**src/rtl/subtree_pkg.sv**
```systemverilog
// Shared types and helpers for the subtree sequencer: FSM state encoding and
// the index-width function used by the top and its priority encoder.
package subtree_pkg;

    typedef enum logic [1:0] {
        IDLE   = 2'd0,
        LAUNCH = 2'd1,
        WAIT   = 2'd2,
        FINISH = 2'd3
    } seq_state_e;

    // A single child still needs a 1-bit index so ports never collapse to zero width.
    function automatic int idx_width(input int n);
        return (n > 1) ? $clog2(n) : 1;
    endfunction

endpackage

```
**src/rtl/subtree_sequencer_next_set_bit.sv**
```systemverilog
// Combinational priority encoder: lowest set mask bit strictly above idx_i.
// With idx_vld_i low the index is treated as -1, giving the first set bit.
module next_set_bit
    import subtree_pkg::*;
#(
    parameter int N   = 10,
    localparam int IW = idx_width(N)
) (
    input  logic [N-1:0]  mask_i,
    input  logic [IW-1:0] idx_i,
    input  logic          idx_vld_i,
    output logic [IW-1:0] nxt_o,
    output logic          none_o
);

    always_comb begin
        nxt_o  = '0;
        none_o = 1'b1;
        // Descending scan so the lowest qualifying bit is the last one written.
        for (int i = N - 1; i >= 0; i--) begin
            if (mask_i[i] && (!idx_vld_i || (i > int'(idx_i)))) begin
                nxt_o  = IW'(i);
                none_o = 1'b0;
            end
        end
    end

endmodule

```
**src/rtl/subtree_sequencer.sv**
```systemverilog
// Launches each enabled child in ascending index order, waiting for its done
// or a per-child timeout, then reports a single done pulse to the parent.
module subtree_sequencer
    import subtree_pkg::*;
#(
    parameter int N_CHILD = 10,
    parameter int TO_W    = 8,
    localparam int IDX_W  = idx_width(N_CHILD)
) (
    input  logic               clk,
    input  logic               rst_n,
    input  logic               start_i,
    input  logic [N_CHILD-1:0] en_mask_i,
    input  logic [TO_W-1:0]    timeout_i,
    input  logic [N_CHILD-1:0] child_done_i,
    output logic [N_CHILD-1:0] child_start_o,
    output logic               busy_o,
    output logic               done_o,
    output logic [IDX_W-1:0]   cur_idx_o,
    output logic [N_CHILD-1:0] fail_mask_o
);

    seq_state_e         state_q;
    logic [N_CHILD-1:0] mask_q;
    logic [TO_W-1:0]    to_q;
    logic [IDX_W-1:0]   idx_q;
    logic [TO_W-1:0]    cnt_q;
    logic [TO_W-1:0]    cnt_d;
    logic [N_CHILD-1:0] fail_q;
    logic [N_CHILD-1:0] start_q;
    logic               busy_q;
    logic               done_q;

    logic [N_CHILD-1:0] enc_mask;
    logic               enc_vld;
    logic [IDX_W-1:0]   nb_idx;
    logic               nb_none;
    logic [N_CHILD-1:0] nb_onehot;
    logic               child_done;
    logic               to_hit;
    logic               advance;

    // In IDLE the encoder looks at the live mask to find the first child;
    // afterwards it walks the latched mask above the current index.
    assign enc_mask  = (state_q == IDLE) ? en_mask_i : mask_q;
    assign enc_vld   = (state_q != IDLE);
    assign nb_onehot = N_CHILD'(1) << nb_idx;

    next_set_bit #(.N(N_CHILD)) u_next (
        .mask_i    (enc_mask),
        .idx_i     (idx_q),
        .idx_vld_i (enc_vld),
        .nxt_o     (nb_idx),
        .none_o    (nb_none)
    );

    assign cnt_d      = cnt_q + TO_W'(1);
    assign child_done = child_done_i[idx_q];
    assign to_hit     = (to_q != '0) && (cnt_d == to_q);
    assign advance    = child_done || to_hit;

    always_ff @(posedge clk or negedge rst_n) begin
        if (!rst_n) begin
            state_q <= IDLE;
            mask_q  <= '0;
            to_q    <= '0;
            idx_q   <= '0;
            cnt_q   <= '0;
            fail_q  <= '0;
            start_q <= '0;
            busy_q  <= 1'b0;
            done_q  <= 1'b0;
        end else begin
            start_q <= '0;
            done_q  <= 1'b0;
            case (state_q)
                IDLE: begin
                    if (start_i) begin
                        mask_q <= en_mask_i;
                        to_q   <= timeout_i;
                        fail_q <= '0;
                        busy_q <= 1'b1;
                        if (nb_none) begin
                            done_q  <= 1'b1;
                            state_q <= FINISH;
                        end else begin
                            idx_q   <= nb_idx;
                            start_q <= nb_onehot;
                            state_q <= LAUNCH;
                        end
                    end
                end
                LAUNCH: begin
                    cnt_q   <= '0;
                    state_q <= WAIT;
                end
                WAIT: begin
                    if (advance) begin
                        // A done arriving on the timeout cycle counts as success.
                        if (!child_done) begin
                            fail_q[idx_q] <= 1'b1;
                        end
                        if (nb_none) begin
                            done_q  <= 1'b1;
                            state_q <= FINISH;
                        end else begin
                            idx_q   <= nb_idx;
                            start_q <= nb_onehot;
                            state_q <= LAUNCH;
                        end
                    end else if (cnt_q != '1) begin
                        cnt_q <= cnt_d;
                    end
                end
                FINISH: begin
                    busy_q  <= 1'b0;
                    state_q <= IDLE;
                end
                default: state_q <= IDLE;
            endcase
        end
    end

    assign child_start_o = start_q;
    assign busy_o        = busy_q;
    assign done_o        = done_q;
    assign cur_idx_o     = idx_q;
    assign fail_mask_o   = fail_q;

endmodule
```
**config.mk**
```make
export PLATFORM = sky130hd
export DESIGN_NAME = subtree_sequencer
export DESIGN_NICKNAME = d
export VERILOG_FILES = /design/src/rtl/subtree_pkg.sv /design/src/rtl/subtree_sequencer_next_set_bit.sv /design/src/rtl/subtree_sequencer.sv
export SDC_FILE = /design/constraint.sdc
export NUM_CORES = 1
export LEC_CHECK = 0
export BUFFER_PORTS_ARGS = -buffer_cell sky130_fd_sc_hd__buf_2
export CAP_MARGIN = 0
export CELL_PAD_IN_SITES_DETAIL_PLACEMENT = 1
export CELL_PAD_IN_SITES_GLOBAL_PLACEMENT = 2
export CORE_UTILIZATION = 34
export CTS_BUF_LIST = sky130_fd_sc_hd__clkbuf_2
export DETAILED_ROUTE_END_ITERATION = 8
export PLACE_DENSITY_LB_ADDON = 0.25
export SYNTH_ARGS = -nofsm -noshare
export SYNTH_HDL_FRONTEND = slang
export SYNTH_SLANG_ARGS = --single-unit
```
**constraint.sdc**
```tcl
create_clock -name clk -period 2.9 [get_ports clk]
set_input_delay 0.29 -clock clk [delete_from_list [all_inputs] [get_ports clk]]
set_output_delay 0.29 -clock clk [all_outputs]
set_load 0.03 [all_outputs]
```
== Word level (Yosys, flattened, before mapping) ==
Cells that the tools add are included.

* Add/subtract/negate cells: 1
* Magnitude comparators: 11
* Equal/unequal tests: 10
* Shift-type cells: 1
* Mux-type cells: 50
* Bitwise gates (word level): 1
* Reduce and logical (&&, ||, !) cells: 35

{| class="wikitable"
|+ Operator list
! kind !! number
|-
| $mux W10 || 7
|-
| $mux W4 || 13
|-
| $pmux W10 S2 || 2
|-
| $gt A3 B4 Y1 const A || 4
|-
| $mux W1 || 16
|-
| $mux W8 || 2
|-
| $pmux W8 S2 || 1
|-
| $logic_and A1 B1 Y1 || 12
|-
| $logic_or A1 B1 Y1 || 10
|-
| $ne A2 B2 Y1 const B || 5
|-
| $or A10 B10 Y10 || 1
|-
| $shl A1 B4 Y10 const A || 1
|-
| $add A8 B1 Y8 const B || 1
|-
| $eq A8 B8 Y1 || 1
|-
| $gt A2 B4 Y1 const A || 2
|-
| $gt A4 B4 Y1 const A || 2
|-
| $ne A8 B8 Y1 const B || 1
|-
| $pmux W2 S4 || 1
|-
| $pmux W4 S2 || 1
|-
| $reduce_bool A2 Y1 || 4
|-
| $reduce_bool A8 Y1 || 1
|-
| $mux W2 || 3
|-
| $reduce_and A2 Y1 || 3
|-
| $reduce_and A3 Y1 || 2
|-
| other kinds (11) || 13
|}

* Bits in registers: 54
* Bits of input ports: 31
* Output and inout bits: 26

== Longest topological paths before layout ==
* Depth in word-level cells: 18
* Mapped depth: 9
* Gate-level depth less buffers: 8

== Modules after synthesis ==
From an unflattened synthesis, not the netlist that was laid out.

* Cells, all modules: 279
* Area total of the unflattened synthesis: 2,990.4 um^2

{| class="wikitable"
|+ By module, submodules not included
! module !! times used !! cells an instance !! area each (um^2)
|-
| subtree_sequencer || 1 || 239 || 2,716.4
|-
| next_set_bit || 1 || 40 || 274.0
|}

== Least setup slack after synthesis ==
No wires, ideal clock.

* Kind: flip-flop to flip-flop
* Start point: register cnt_q[0]
* End point: register idx_q[1] (netlist: cur_idx_o[1])
* Library setup time: 125 ps
* Arrival time: 2,170 ps
* Slack: 604 ps
* Stages on the path, launching flop included: 10
* Period minus slack after synthesis: 2,296 ps
* Cells stage by stage: dfrtp_1 -> ha_1 -> nand3_1 -> xnor2_1 -> o21ai_0 -> o221ai_1 -> a21oi_2 -> buf_6 -> o21ai_2 -> mux2_4

* Longest elaborated chain between the ends: 6

{| class="wikitable"
|+ Ends and longest elaborated chain
! item !! RTL line !! source
|-
| from (decl) || subtree_sequencer.sv:27 || <nowiki>logic [TO_W-1:0] cnt_q;</nowiki>
|-
| from (signal assigned) || subtree_sequencer.sv:112 || <nowiki>cnt_q <= cnt_d;</nowiki>
|-
| $add A8 B1 Y8 || subtree_sequencer.sv:57 || <nowiki>assign cnt_d = cnt_q + TO_W'(1);</nowiki>
|-
| $eq A8 B8 Y1 || subtree_sequencer.sv:59 || <nowiki>assign to_hit = (to_q != '0) && (cnt_d == to_q);</nowiki>
|-
| $logic_and A1 B1 Y1 || subtree_sequencer.sv:59 ||
|-
| $logic_or A1 B1 Y1 || subtree_sequencer.sv:60 || <nowiki>assign advance = child_done || to_hit;</nowiki>
|-
| $ne A2 B2 Y1 (no line) || n/a ||
|-
| $reduce_and A3 Y1 (no line) || n/a ||
|-
| to (signal assigned) || subtree_sequencer.sv:87 || <nowiki>idx_q <= nb_idx;</nowiki>
|-
| to (signal assigned) || subtree_sequencer.sv:107 || <nowiki>idx_q <= nb_idx;</nowiki>
|-
| to (decl) || subtree_sequencer.sv:26 || <nowiki>logic [IDX_W-1:0] idx_q;</nowiki>
|}

Every way passes these cells.
A chain may end at the register's enable or synchronous reset.

== Worst setup path in the final report ==
* Start point: register cnt_q[1]
* End point: register idx_q[1] (netlist: cur_idx_o[1])

The elaborated chain is that of the path after synthesis.

==> reports/qor.csv <==
metric,value,unit
status,finished clean,
RSZ-0062 raised after global routing,no,
PortBufs,56,
min-delay worst type,primary input to flop,
ys flop type,dfrtp_1,
CP endpoint kind,flop,
final clock skew,16.7,ps
reg2reg start,cnt_q[1],
via-per-instance ratio,5.30,
core area,0.00834,mm^2
CP Class,flop to flop,
Synth Net Count,370,
worst reg2reg path endpoint,cur_idx_o[1],
Cell Pwr Density,1020,mW/mm^2
Slew @ Worst Pin,677,ps
CP Cell Sequence,ha_1 -> nand3_1 -> xnor2_1 -> o21ai_0 -> o221ai_1 -> a21oi_4 -> buf_4 -> o21ai_2 -> mux2_4,
number of remaining DRC errors,0,
Post-DP HPWL,6460,um
Final Cycle Share,92.6,%
hold depth,3,
Initial Util,35.7,%
Synth Instances,338,
Num CTS Buffers,5,
Post-synth top cells,"nand2_1, dfrtp_1, nor2_1",
CTS tree,done,
routability cong.,0.802,
drt total wl,8700,um
post-route insts no fill,516,
dpl ws,108,ps
CP Data Required Time,3260,ps
synthesized flop and latch total,53,
drt pass-1 iters,4,
"Hold Vio Cnt, Final",0,
GRT Resource Usage Total,20.8,%
R2R setup slack,210,ps
Slew headroom,54.8,%
"Clk Latency, worst-skew pair",440,ps
vias in the first global route,2980,
first-pass GRT wire length,14600,um
Avg Synthesized Cell Area,8.82,um^2
leakage,0.00167,uW
Post-synth ARST share,100,%
total power,3640,uW
CP Launch Point,cnt_q[1],
Setup crit start kind,flop,
VDD IR max,0.465,mV
fmax,372,MHz
die area,0.00914,mm^2
post-synth design cell area,0.00298,mm^2
"top cells by area, synth","dfrtp_1, nand2_1, nor2_1",
"CTS clk-pin slew, worst paths",280,ps
min Tclk post-route,2690,ps
hold slack,36.5,ps
Worst Setup EP,cur_idx_o[1],
chip height,95.6,um
Max Cap Violations,0,
H-tree depth,2,
Sum Neg Setup Slack,0,ps
WL/cell,16.9,um
total via count in the routed design,2733,
Nets,442,
Initial DRC Count,89,
CP Max Fanout,7,
post-synth top area share,44.5,%
Netlist cell types,61,
CTS root buf,clkbuf_2,
YS warnings,0,
die outline width,95.6,um
delay of the slowest critical-path stage,520,ps
IO Count,57,
fin. max-slew vios,0,
final antenna-violating net count,0,
worst setup margin,214,ps
GR Overflow Total,0,
# diodes,0,
antenna violations before repair,0,
"Setup violations, final",0,
Layout area overhead,19.8,%
Yosys top cell by area,dfrtp_1,
CTS sink cnt,53,
crit path DAT,3040,ps
share of the yosys chip area belonging to registers,44.5,%
Register-to-Register Path Depth,9,
post-placement cell count,498,
layout cell share with drive strength beyond 1,24.6,%
Row Count,33,
most frequent cell after synthesis,nand2_1,
Post-synth EDFFs,0,
largest net degree at the start of global routing,38,
Clock Path Buffers,2,
Worst path slowest cell,dfrtp_1,
## metrics by stage
step                      util (%)  instance area (um^2)
after global placement        41.0                  3420
after floorplan                  -                  2980
final                         42.8                  3570
after CTS                     42.5                  3540
after global routing          42.8                  3570
after detailed placement      41.0                  3420
## cell usage in the layout (no fill, tap or decap), drive strengths merged, types with 8 or more instances in the layout
master,instances
nand2,76
buf,74
dfrtp,53
nor2,30
o21ai,22
a21oi,16
inv,12
a31oi,10
nor4,10
xnor2,8
dlygate4sd3,8
## critical path: cells and delay by family (launching register included)
family	cells	cell delay, ps
AOI/OAI and AO/OA	4	800
xor gates and xnor gates	1	290
adders and majority gates	1	290
buffers and inverters	1	170
DFF	1	520
muxes	1	320
and+or+nand+nor	1	220
## worst min-delay path by stage
stage / from / to / slack (ps)
after floorplan: rst_n / busy_o / -6
after global placement: rst_n / to_q[4] / 240
after detailed placement: rst_n / to_q[4] / 240
after CTS: en_mask_i[9] / mask_q[9] / 7
after global routing: en_mask_i[9] / mask_q[9] / 20
final: en_mask_i[9] / mask_q[9] / 40
## metal layers
layer / track usage (%) / wire (um)
met4: 5.47 / 96
met2: 37.2 / 4280
met5: 0 / 0
met1: 26.0 / 4090
met3: 3.11 / 232
## sequential cells by signal, summed over array words and instances (netlist names)
signal	cells
child_start_o	10
fail_mask_o	10
mask_q	9
cnt_q	8
to_q	8
cur_idx_o	4
state_q	2
busy_o	1
done_o	1
## power by group
| group | leakage (uW) | internal, uW | switching, uW |
|---|---|---|---|
| Sequential | 0.000690 | 958 | 239 |
| Clock | 0.0000252 | 62.0 | 248 |
| Combinational | 0.000956 | 805 | 1330 |
| Total | 0.00167 | 1820 | 1810 |
## cell families (layout without fill, tap and decap cells)
kind of cell | count (synthesis) | after routing | synth area share (%)
muxes | 5 | 5 | 2.81
AOI/OAI and AO/OA | 87 | 87 | 20.0
adders and majority gates | 2 | 2 | 0.798
xor gates and xnor gates | 11 | 11 | 3.23
DFF | 53 | 53 | 44.5
buffers and inverters | 29 | 102 | 4.62
and+or+nand+nor | 151 | 151 | 24.0
## repair_timing
item                                   in CTS  in global routing
setup buffers                               0                  2
hold buffers                                8                  0
setup endpoints to repair                   0                 11
resized for setup                           0                  3
endpoints found under the hold margin      23                  0
## area by class of cell
class                           instances  area, um^2
Clock buffer                            6        30.0
Clock inverter                          2        15.0
Fill cell                            1023        4770
Inverter                               12        45.0
Multi-Input combinational cell        256        1530
Sequential cell                        53        1330
Tap cell                              105         131
Timing Repair Buffer                   82         495
No activity file was read; power rests on OpenSTA's default activity.
